`src/rtl/control_unit.sv`:
```
// -----------------------------------------------------------------------------
// control_unit
//
// Multi-cycle instruction sequencer for a small accumulator machine. Each
// instruction is fetched from a byte-wide program memory, decoded, optionally
// followed by one immediate operand byte, and executed in a single cycle. The
// unit drives the ALU select, register file and accumulator controls. Jumps
// and the sticky HALT state are handled here as well.
//
// Instruction format: opcode = IR[7:4], register / rotate field = IR[2:0].
//
// Ports
//   clk         single clock, all state changes on its rising edge
//   rst         synchronous active-high reset, dominates everything
//   enable      1 = sequencer advances; 0 = all registers hold and the
//               write enables are forced low
//   mem_data    program byte at pc_out (combinational read, same cycle)
//   acc_zero    accumulator == 8'h00, sampled by JZ in EXECUTE
//   pc_out      program counter / program memory address
//   alu_sel     ALU operation select
//   num_rotate  rotate amount for ROR
//   rf_addr     register file address
//   rf_we       register file write enable (write data is the accumulator)
//   acc_we      accumulator load enable
//   acc_src     0 = accumulator loads ALU result, 1 = loads imm_out
//   imm_out     latched immediate operand byte
//   halted      high while in HALT
//   state_out   current state encoding, for debug
// -----------------------------------------------------------------------------
module control_unit #(
  parameter int PC_WIDTH = 8
) (
  input  logic                clk,
  input  logic                rst,
  input  logic                enable,
  input  logic [7:0]          mem_data,
  input  logic                acc_zero,
  output logic [PC_WIDTH-1:0] pc_out,
  output logic [3:0]          alu_sel,
  output logic [1:0]          num_rotate,
  output logic [2:0]          rf_addr,
  output logic                rf_we,
  output logic                acc_we,
  output logic                acc_src,
  output logic [7:0]          imm_out,
  output logic                halted,
  output logic [2:0]          state_out
);

  // ---------------------------------------------------------------------------
  // Encodings
  // ---------------------------------------------------------------------------
  typedef enum logic [2:0] {
    S_FETCH   = 3'd0,
    S_DECODE  = 3'd1,
    S_OPERAND = 3'd2,
    S_EXECUTE = 3'd3,
    S_HALT    = 3'd4
  } state_t;

  typedef enum logic [3:0] {
    OP_NOP  = 4'b0000,
    OP_AND  = 4'b0001,
    OP_OR   = 4'b0010,
    OP_ADD  = 4'b0011,
    OP_SUB  = 4'b0100,
    OP_INC  = 4'b0101,
    OP_DEC  = 4'b0110,
    OP_ROR  = 4'b0111,
    OP_SLT  = 4'b1000,
    OP_LDA  = 4'b1001,
    OP_STA  = 4'b1010,
    OP_LDI  = 4'b1011,
    OP_JMP  = 4'b1100,
    OP_JZ   = 4'b1101,
    OP_UND  = 4'b1110,
    OP_HALT = 4'b1111
  } opcode_t;

  // ---------------------------------------------------------------------------
  // State
  // ---------------------------------------------------------------------------
  state_t              state_q, state_d;
  logic [PC_WIDTH-1:0] pc_q, pc_d;
  logic [7:0]          ir_q, ir_d;
  logic [7:0]          imm_q, imm_d;

  opcode_t             opcode;
  logic                is_alu_op;
  logic [PC_WIDTH-1:0] jump_target;

  assign opcode = opcode_t'(ir_q[7:4]);

  // AND .. LDA all share the same control pattern: alu_sel follows the opcode
  // and the accumulator captures the ALU result.
  assign is_alu_op = opcode inside {OP_AND, OP_OR, OP_ADD, OP_SUB, OP_INC,
                                    OP_DEC, OP_ROR, OP_SLT, OP_LDA};

  // The immediate is always a byte; narrow program counters take its low
  // bits, wide ones zero-extend it.
  generate
    if (PC_WIDTH <= 8) begin : g_jump_narrow
      assign jump_target = imm_q[PC_WIDTH-1:0];
    end else begin : g_jump_wide
      assign jump_target = {{(PC_WIDTH-8){1'b0}}, imm_q};
    end
  endgenerate

  // ---------------------------------------------------------------------------
  // Next-state logic. With enable low every register keeps its value, which
  // freezes an instruction exactly where it is and lets it resume later.
  // ---------------------------------------------------------------------------
  always_comb begin
    // NOTE: every signal written here gets a default first, so no path can
    // leave one unassigned and infer a latch.
    state_d = state_q;
    pc_d    = pc_q;
    ir_d    = ir_q;
    imm_d   = imm_q;

    if (enable) begin
      case (state_q)
        S_FETCH: begin
          ir_d    = mem_data;
          pc_d    = pc_q + PC_WIDTH'(1);
          state_d = S_DECODE;
        end

        S_DECODE: begin
          case (opcode)
            OP_LDI, OP_JMP, OP_JZ: state_d = S_OPERAND;
            OP_HALT:               state_d = S_HALT;
            default:               state_d = S_EXECUTE;
          endcase
        end

        S_OPERAND: begin
          imm_d   = mem_data;
          pc_d    = pc_q + PC_WIDTH'(1);
          state_d = S_EXECUTE;
        end

        S_EXECUTE: begin
          // A not-taken JZ simply falls through: pc already points past the
          // operand byte.
          if (opcode == OP_JMP || (opcode == OP_JZ && acc_zero)) begin
            pc_d = jump_target;
          end
          state_d = S_FETCH;
        end

        // Sticky until reset; pc is held by the defaults.
        S_HALT: state_d = S_HALT;

        // Unused encodings recover to FETCH on the next cycle.
        default: state_d = S_FETCH;
      endcase
    end
  end

  // ---------------------------------------------------------------------------
  // State registers (synchronous reset, reset has priority over enable)
  // ---------------------------------------------------------------------------
  always_ff @(posedge clk) begin
    // NOTE: non-blocking assignments here so every register samples the
    // pre-edge values, independent of statement order.
    if (rst) begin
      state_q <= S_FETCH;
      pc_q    <= '0;
      ir_q    <= '0;
      imm_q   <= '0;
    end else begin
      state_q <= state_d;
      pc_q    <= pc_d;
      ir_q    <= ir_d;
      imm_q   <= imm_d;
    end
  end

  // ---------------------------------------------------------------------------
  // Output decode. Datapath selects follow IR while an instruction is in
  // flight (DECODE, OPERAND, EXECUTE) so the datapath settles early; write
  // enables pulse only in EXECUTE and only while enable is high. States
  // 5-7 fall through to the zero defaults.
  // ---------------------------------------------------------------------------
  logic in_flight;
  logic in_execute;

  assign in_flight  = (state_q == S_DECODE) || (state_q == S_OPERAND) ||
                      (state_q == S_EXECUTE);
  assign in_execute = (state_q == S_EXECUTE);

  always_comb begin
    alu_sel    = 4'b0000;
    num_rotate = 2'd0;
    rf_addr    = 3'd0;
    rf_we      = 1'b0;
    acc_we     = 1'b0;
    acc_src    = 1'b0;

    if (in_flight) begin
      if (is_alu_op) begin
        alu_sel = ir_q[7:4];
        rf_addr = ir_q[2:0];
      end else if (opcode == OP_STA) begin
        rf_addr = ir_q[2:0];
      end else if (opcode == OP_LDI) begin
        acc_src = 1'b1;
      end
    end

    if (in_execute) begin
      if (opcode == OP_ROR) begin
        num_rotate = ir_q[1:0];
      end
      if (enable) begin
        acc_we = is_alu_op || (opcode == OP_LDI);
        rf_we  = (opcode == OP_STA);
      end
    end
  end

  assign pc_out    = pc_q;
  assign imm_out   = imm_q;
  assign halted    = (state_q == S_HALT);
  assign state_out = state_q;

endmodule

```
`config.mk`:
```
export PLATFORM = sky130hd
export DESIGN_NAME = control_unit
export DESIGN_NICKNAME = d
export VERILOG_FILES = /design/src/rtl/control_unit.sv
export SDC_FILE = /design/constraint.sdc
export NUM_CORES = 1
export LEC_CHECK = 0
export ABC_AREA = 1
export ABC_CLOCK_PERIOD_IN_PS = 2450
export CELL_PAD_IN_SITES_DETAIL_PLACEMENT = 1
export CELL_PAD_IN_SITES_GLOBAL_PLACEMENT = 1
export CORE_UTILIZATION = 35
export CTS_CLUSTER_SIZE = 10
export DETAILED_ROUTE_END_ITERATION = 10
export DONT_BUFFER_PORTS = 1
export GPL_TIMING_DRIVEN = 0
export PLACE_DENSITY = 0.74
export SLEW_MARGIN = 5
export SYNTH_ARGS = -nofsm -noshare
export SYNTH_HDL_FRONTEND = slang
export SYNTH_SLANG_ARGS = --single-unit
```
`constraint.sdc`:
```
create_clock -name clk -period 2.45 [get_ports clk]
set_input_delay 0.735 -clock clk [delete_from_list [all_inputs] [get_ports clk]]
set_output_delay 0.735 -clock clk [all_outputs]
set_load 0.02 [all_outputs]
```
==> results of run 1 <==
## per-layer routing
layer / GRT usage / wire, um / vias up
met3: 0.03885 / 178 / 5
met1: 0.2467 / 1929 / 672
met5: 0 / 0 / -
li1: - / - / 741
met2: 0.3075 / 1859 / 28
met4: 0.06383 / 50 / 0
## power by group
part | switching (mW) | internal [mW]
Combinational | 0.113 | 0.0597
Clock | 0.154 | 0.219
Sequential | 0.0572 | 0.451
## worst paths after layout
| check | to | slack, ns |
|---|---|---|
| setup / recovery | alu_sel[2] | 0.08 |
| hold / removal | state_out[1]$_SDFFE_PP0P_ | 0.50 |
| setup reg to reg | state_out[2]$_SDFFE_PP0P_ | 0.92 |
| hold reg to reg | ir_q[2]$_SDFFE_PP0P_ | 0.51 |
## cell type report
type	count	area [um2]
Buffer	5	48.80
Clock buffer	3	41.29
Clock inverter	1	30.03
Fill cell	532	2376
Inverter	33	126.4
Multi-Input combinational cell	167	849.6
Sequential cell	26	523.0
Tap cell	50	62.56
## state kept, by name, indices dropped and copies added, names as in the netlist
signal / cells
pc_out: 8
ir_q: 7
imm_out: 8
state_out: 3
## worst reg2reg max path, cell delays in order, from the launching register on
cell	delay (ns)
sky130_fd_sc_hd__dfxtp_1	0.63
sky130_fd_sc_hd__inv_2	0.14
sky130_fd_sc_hd__nor2_1	0.40
sky130_fd_sc_hd__o21ai_0	0.17
sky130_fd_sc_hd__a21oi_1	0.13
## what timing repair did
| action | CTS | global route |
|---|---|---|
| resized for setup | 9 | 4 |
| pin swaps | 0 | 0 |
| setup endpoints to repair | 8 | 6 |
| hold endpoints to repair | 0 | 0 |
## cell usage in the layout (no fill, tap or decap), types with 3 or more instances in the layout
master	Yosys	routed
sky130_fd_sc_hd__dfxtp_1	26	24
sky130_fd_sc_hd__inv_2	4	4
sky130_fd_sc_hd__nor2_4	3	3
sky130_fd_sc_hd__a21oi_1	12	12
sky130_fd_sc_hd__clkbuf_8	0	3
sky130_fd_sc_hd__nand3_1	20	20
sky130_fd_sc_hd__buf_6	4	4
sky130_fd_sc_hd__o21ai_0	18	18
sky130_fd_sc_hd__nand2_1	47	46
sky130_fd_sc_hd__nor2_1	45	44
sky130_fd_sc_hd__nor3_2	0	4
sky130_fd_sc_hd__nand2_2	2	3
sky130_fd_sc_hd__inv_1	28	28
## cell families after synthesis
family | Yosys count
flops | 26
fa+ha+maj | 1
compound gates | 35
simple gates | 131
buf+inv | 38
## stage by stage
stage	hold slack [ns]	worst slack [ns]	total power, mW	cells	cell area [um2]
floorplan	0.4556	0.2305	0.6397	231	1494
global placement	0.4867	0.08873	0.6764	281	1556
detailed placement	0.4951	0.06806	0.6793	281	1556
CTS	0.4929	0.05867	1.058	285	1665
global route	0.4831	-0.02936	1.109	285	1682
finish	0.4979	0.07578	1.054	285	1682
## cells in the mapped netlist (all sizes together)
cell type / number
nand2: 51
nor3: 5
nand3: 22
a22oi: 1
nor3b: 2
a21oi: 12
dfxtp: 26
nor2: 49
or2: 1
nand4: 1
clkbuf: 1
buf: 4
inv: 33
o21ai: 22
ha: 1
==> metrics.md, run 1 <==
| Metric | Value |
|---|---|
| Outcome | `complete, no violations` |
| Critical path launch point type | `flop` |
| Overflow after GRT | `0` |
| Signed area change from the synthesized netlist to the final layout | `12.56%` |
| Net Count, Synth | `244` |
| Family with the most delay on the worst path | `simple AND/OR/NAND/NOR gates` |
| Dominant combinational cell family by area after synthesis | `simple AND/OR/NAND/NOR gates` |
| Clock buffer count from CTS | `3` |
| Clock Sink Count | `26` |
| Total die area | `4533 um2` |
| Final design utilization | `0.4144` |
| Antenna-violating nets left | `0` |
| IO Count | `44` |
| Clock tree skew after final layout | `0.004678 ns` |
| Die W | `67.33 um` |
| CTS tree | `built` |
| Post-DR vias/cell | `5.074` |
| Largest net degree at the start of global routing | `16` |
| Netlist area before placement | `1494 um2` |
| Number of optimization iterations in the first detailed-route pass | `4` |
| Critical path capture point type | `output pin` |
| Power density normalized to cell area | `626.6 nW/um2` |
| Core Box Area | `between 4000 and 5000 um2` |
| Cell Rows | `23` |
| Gate count after technology mapping | `231` |
| Depth of the critical timing path with buffers and inverters included | `6` |
| Leakage power figure | `0.7402 nW` |
| Worst-path clk slew | `0.10 ns` |
| Sequential-to-total area share from yosys stat | `0.3484` |
| Rel. slew slack | `0.6814` |
| Path depth of the worst reg2reg path | `4` |
| Total number of vias | `1,446` |
| Worst setup path startpoint | `state_out[1]$_SDFFE_PP0P_` |
| Hold Crit Class | `primary input to flop` |
| Total routing resource utilization after global routing | `0.1892` |
| Post-DP HPWL | `3097 um` |
| Multiplexer share of the synthesized area | `0` |
| Final count of negative-setup-slack endpoints | `0` |
| Launch point of the worst reg-to-reg path | `state_out[2]$_SDFFE_PP0P_` |
| First-pass GRT wire length | `6382 um` |
| Complex-gate fraction of the synthesized area | `0.1240` |
| Placer Congestion | `0.7682` |
| Net count of the finished layout | `around 250` |
| Fmax achieved | `0.4212 GHz` |
| H-tree Lvls | `1` |
| Worst Hold Depth | `1` |
| Total detailed-routing wirelength | `4017 um` |
| Max FO, Critical Path | `6` |
| Cells along the critical path | `inv_1 -> nand2_1 -> inv_2 -> nor2_4 -> inv_1 -> nor3_2` |
| Highest-delay cell along the critical path | `sky130_fd_sc_hd__dfxtp_2` |
| Area fraction in and, or, nand and nor cells after synthesis | `0.4020` |
| Number of global-route vias before repair | `1,360` |
| DRC violation total after the first TritonRoute iteration | `56` |
| Die span in y | `67.33 um` |
| Unrepaired setup endpoints after global routing | `true` |
| Number of max-slew violations in the final report | `0` |
| Drt wl/cell | `14.09 um` |
| Number of buffer cells added on primary ports | `0` |
| Mean Syn Cell Area | `around 6.5 um2` |
| Worst Tran Pin Value | `between 0.4 and 0.5 ns` |
| Total of warnings raised by yosys | `0` |
| Crit path buf inv count | `3` |
| Top-area cell type share of the netlist area | `0.3484` |
| Antenna violations before repair | `0` |
| Clock network latency to the later pin of the worst-skew pair | `0.28 ns` |
| Number of different library cells in the post-synthesis netlist | `25` |
| Hold buffer count at cts | `0` |
| Start point of the worst min-delay path | `rst` |
| Root buffer selected by CTS | `sky130_fd_sc_hd__clkbuf_8` |
| Share of final-layout standard cells stronger than drive strength 1 | `0.1617` |
| Post-route minimum period | `2.374 ns` |
| Peak supply drop | `257.0 uV` |
| Ant diodes | `0` |
| Starting density of the core | `0.3682` |
| Maxcap violations | `0` |
| Synth area leaders | `sky130_fd_sc_hd__dfxtp_1 35%, sky130_fd_sc_hd__nand2_1 12%, sky130_fd_sc_hd__nor2_1 11%, sky130_fd_sc_hd__inv_1 7.0%, sky130_fd_sc_hd__nand3_1 6.7%` |
| Data required time at the worst endpoint | `1.71 ns` |
| FF+latch count, synth | `26` |
| Drc violations | `0` |
| Final worst-path cycle share | `0.9691` |
| Setup TNS | `0 ns` |
| Max Root-Sink Buffers | `2` |
| Cell type with the highest aggregate area in the netlist | `sky130_fd_sc_hd__dfxtp_1` |
| Share of the synthesized netlist area taken by xor and xnor gates | `0` |
| Crit path largest cell delay | `0.48 ns` |
| Setup Crit Path Kind | `flop to output pin` |
| Most Frequent Cell on Critical Path | `sky130_fd_sc_hd__inv_1` |
| Final-report hold violation count | `0` |
| Post-CTS setup repair buffer count | `0` |
| Adder-cell share of the synthesized area | `0.008375` |
| Crit path DAT | `1.64 ns` |
(Power assumes the default switching activity.)
==> run 2, diff against run 1 <==
Settings changed: CAP_MARGIN set to 15.
==> results of run 2 <==
The final DEF is identical to that of run 1; final timing and power are the same.
==> run 3, diff against run 2 <==
Settings changed: CORE_MARGIN set to 2, CTS_CLUSTER_SIZE 10 to 25.
==> run 3 against run 2 <==
Effect of this change:
- sequential share of layout area barely moved
- setup slack improved by 0.00088 ns
- critical path type unchanged
- first-iteration DRC count fell by 21%
- cell area fell by 0.15%
- flip-flop and latch count did not move
- non-clock buffer count did not move
==> metrics.md, run 3 (synthesis results as in run 1) <==
| Metric | Value |
|---|---|
| Critical path launch point type | `flop` |
| Crit path DAT | `1.64 ns` |
| Placer Congestion | `0.7824` |
| Total detailed-routing wirelength | `4117 um` |
| Family with the most delay on the worst path | `simple AND/OR/NAND/NOR gates` |
| Fmax achieved | `0.4213 GHz` |
| H-tree Lvls | `1` |
| Clock tree skew after final layout | `about 0.0049 ns` |
| Total routing resource utilization after global routing | `0.1784` |
| Unrepaired setup endpoints after global routing | `true` |
| Clock Sink Count | `26` |
| Cell Rows | `23` |
| First-pass GRT wire length | `7051 um` |
| Post-layout worst setup margin | `0.07666 ns` |
| IO Count | `44` |
| Most Frequent Cell on Critical Path | `sky130_fd_sc_hd__inv_1` |
| Fill cell instance count of the final layout | `552` |
| Cells along the critical path | `inv_1 -> nand2_1 -> inv_2 -> nor2_4 -> inv_1 -> nor2_1` |
| Final-report hold violation count | `0` |
| Post-CTS setup repair buffer count | `0` |
| Data required time at the worst endpoint | `1.71 ns` |
| CTS tree | `built` |
| Antenna-violating nets left | `0` |
| Final worst-path cycle share | `0.9687` |
| Leading cell type in the layout, fill and taps excluded | `sky130_fd_sc_hd__nand2_1` |
| Crit path buf inv count | `3` |
| Worst Hold Depth | `1` |
| Crit path largest cell delay | `0.49 ns` |
| Pwr Total | `1.047 mW` |
| Die W | `69.33 um` |
| Outcome | `complete, no violations` |
| Starting density of the core | `0.3682` |
| Overflow after GRT | `0` |
| Clock network latency to the later pin of the worst-skew pair | `~0.27 ns` |
| Post-DP HPWL | `3198 um` |
| Setup Crit Path Kind | `flop to output pin` |
| Setup TNS | `0 ns` |
| Signed area change from the synthesized netlist to the final layout | `12.40%` |
| Post-route minimum period | `around 2.4 ns` |
| Max FO, Critical Path | `6` |
| Total number of vias | `1,426` |
| Core Box Area | `4058 um2` |
| Post-cts resize count | `9` |
| Path depth of the worst reg2reg path | `4` |
| Power density normalized to cell area | `between 600 and 700 nW/um2` |
| DRC violation total after the first TritonRoute iteration | `44` |
| Critical path capture point type | `output pin` |
| Area used by multi-input combinational logic | `between 800 and 900 um2` |
| Number of optimization iterations in the first detailed-route pass | `4` |
| Antenna violations before repair | `0` |
| Number of max-slew violations in the final report | `0` |
| Number of buffer cells added on primary ports | `0` |
| Max Root-Sink Buffers | `2` |
| Worst Tran Pin Value | `0.4797 ns` |
| Maxcap violations | `0` |
| Hold buffer count at cts | `0` |
| Final count of negative-setup-slack endpoints | `0` |
| Clock buffer count from CTS | `3` |
| Flip-flop and latch area | `523.0 um2` |
| Depth of the critical timing path with buffers and inverters included | `6` |
| Die span in y | `roughly 69 um` |
| Worst-path clk slew | `approximately 0.1 ns` |
| Leakage power figure | `0.7404 nW` |
| Ant diodes | `0` |
| Net count of the finished layout | `between 200 and 250` |
| Highest-delay cell along the critical path | `sky130_fd_sc_hd__dfxtp_2` |
| Peak supply drop | `285.7 uV` |
| Root buffer selected by CTS | `sky130_fd_sc_hd__clkbuf_8` |
| Drc violations | `0` |
| Rel. slew slack | `0.6798` |
| Hold Crit Class | `primary input to flop` |
| Drt wl/cell | `14.45 um` |
| Number of global-route vias before repair | `1,527` |
| Pre-CTS WS | `around 0.059 ns` |
| Total die area | `just under 5000 um2` |
| Largest net degree at the start of global routing | `16` |
| Post-DR vias/cell | `5.004` |
| Share of final-layout standard cells stronger than drive strength 1 | `0.1574` |
| Most frequent cells in the layout | `46 x sky130_fd_sc_hd__nand2_1, 45 x sky130_fd_sc_hd__nor2_1, 28 x sky130_fd_sc_hd__inv_1, 24 x sky130_fd_sc_hd__dfxtp_1, 20 x sky130_fd_sc_hd__nand3_1` |
[run 3: cell counts in the layout (fill, tap and decap cells not counted)]
Identical to the previous run, type by type.
[run 3: stage by stage]
stage	hold slack, ns	util	std cells	area, um2
floorplan	0.4556	-	231	1494
global placement	0.4811	0.3836	281	1556
detailed placement	0.4858	0.3836	281	1556
CTS	0.4979	0.4104	285	1665
global route	0.4964	0.4138	285	1679
finish	0.5054	0.4138	285	1679
[run 3: area by class of cell]
class	count	area share
sequential	26	0.3115
clock buffer	3	0.02459
clock inverter	1	0.01788
inverter	33	0.07526
tap	50	0.03726
buffer	5	0.02906
multi-input combinational	167	0.5045
[run 3: final timing paths]
path,startpoint,end,slack [ns]
setup / recovery,state_out[1]$_SDFFE_PP0P_,acc_src,0.08
hold / removal,rst,state_out[1]$_SDFFE_PP0P_,0.51
setup reg to reg,state_out[2]$_SDFFE_PP0P_,state_out[2]$_SDFFE_PP0P_,0.92
hold reg to reg,ir_q[2]$_SDFFE_PP0P_,ir_q[2]$_SDFFE_PP0P_,0.51
[run 3: where the power goes]
| part | total [mW] | leakage (nW) | internal (mW) | switching, mW |
|---|---|---|---|---|
| sequential | 0.509 | 0.214 | 0.451 | 0.0577 |
| clock | 0.365 | 0.0357 | 0.219 | 0.146 |
| combinational | 0.173 | 0.491 | 0.0597 | 0.114 |
[run 3: metal layers]
| metal | wire [um] | up-vias | global-route usage |
|---|---|---|---|
| met5 | 0 | - | 0 |
| met4 | 53 | 0 | 0.04793 |
| li1 | - | 735 | - |
| met1 | 1862 | 660 | 0.2140 |
| met2 | 1983 | 27 | 0.3152 |
| met3 | 217 | 4 | 0.04506 |
==> edit (config.mk and constraints of run 1) <==
`PC_WIDTH`: 8 -> 6.
--- a/src/rtl/control_unit.sv
+++ b/src/rtl/control_unit.sv
@@ -29,5 +29,5 @@
 // -----------------------------------------------------------------------------
 module control_unit #(
-  parameter int PC_WIDTH = 8
+  parameter int PC_WIDTH = 6
 ) (
   input  logic                clk,
Interface: changed (resized pc_out); port bits go from 44 to 42. The function was not compared with the original's and may differ.
==> edit against run 1 <==
Total power shrank 15%; cell count down 11%; routed wire length down 3.5%; critical path type unchanged; sequential power fell by 9.8%; area after synthesis is 12% lower; clock power down 27%; die area down 12%; sequential cell count shrank 2; maximum frequency barely moved; worst setup slack improved by 0.0018 ns; combinational power decreased by 8%; count of clock-buffer cells in the layout is 1 higher; cell area shrank 11%.
==> edit: results (changes against run 1) <==
drt initial violations=72 (was 56); Comb power frac=0.179 (was 0.164); Cells on Worst Hold Path=2 (was 1); outcome=complete, no violations (unchanged); met2 Track Usage GR=0.382 (was 0.308); routed length on met3=233 µm (was 178 µm); wire length on met2=1.97 mm (was 1.86 mm); clock share of power=0.307 (was 0.354); Final WS setup=0.0776 ns (was 0.0758 ns); Setup Skew=0.00618 ns (was 0.00468 ns); CP Launch Point=state_out[0] (was state_out[1]); Pint=0.607 mW (was 0.730 mW); Peak VDD IR=387 µV (was 257 µV); Leakage Power=0.610 nW (was 0.740 nW); NumNets Final=221 (was 249); All-Layer GR Usage=0.209 (was 0.189); Post-synth top cells=nand2_1, nor2_1, inv_1 (unchanged); met1 WL=1.63 mm (was 1.93 mm); number of global-route vias before repair=1,416 (was 1,360); FF-to-FF path depth=6 (was 4); WL/cell=15.3 µm (was 14.1 µm); HPWL after detailed placement=3.07 mm (was 3.10 mm); Post-Synth Adder-Cell Area=0.00952 (was 0.00838); slew margin rel.=0.668 (was 0.681); largest net degree at the start of global routing=14 (was 16); fraction of layout cells with a size suffix above 1=0.179 (was 0.162); via count=1,347 (was 1,446); Netlist cell types=23 (was 25); Post-Place Setup Slack=-0.172 ns (was 0.0681 ns); met3 GRT Util=0.0707 (was 0.0389); Hold Path Sink=ir_q[2] (was state_out[1])
==> edit: cell types whose count changed after synthesis, sizes merged <==
cell    delta
nand3      -5
buf        +2
a21oi      +6
dfxtp      -2
nor2      -13
clkbuf     -1
o21ai      +3
nand2     -15
a22oi      -1
inv        -2
==> edit: worst max-delay path: cells and delay by family (launching register included) <==
| kind | cells | cell delay (ns) |
|---|---|---|
| buffers and inverters | 2 | 0.22 |
| DFF | 1 | 0.47 |
| and+or+nand+nor | 3 | 0.69 |
==> edit: cell type report <==
cell class / instances / area [µm²]
multi-input cells: 142 / 737
inverters: 31 / 116
well taps: 46 / 57.6
plain buffers: 6 / 42.5
fillers: 475 / 1980
clock buffers: 4 / 55.1
flip-flops and latches: 24 / 483
==> edit: repair_timing <==
item / 4_1_cts / 5_1_grt
resized for setup: 14 / 3
pin swaps: 1 / 1
hold buffers: 0 / 0
setup endpoints to repair: 10 / 7
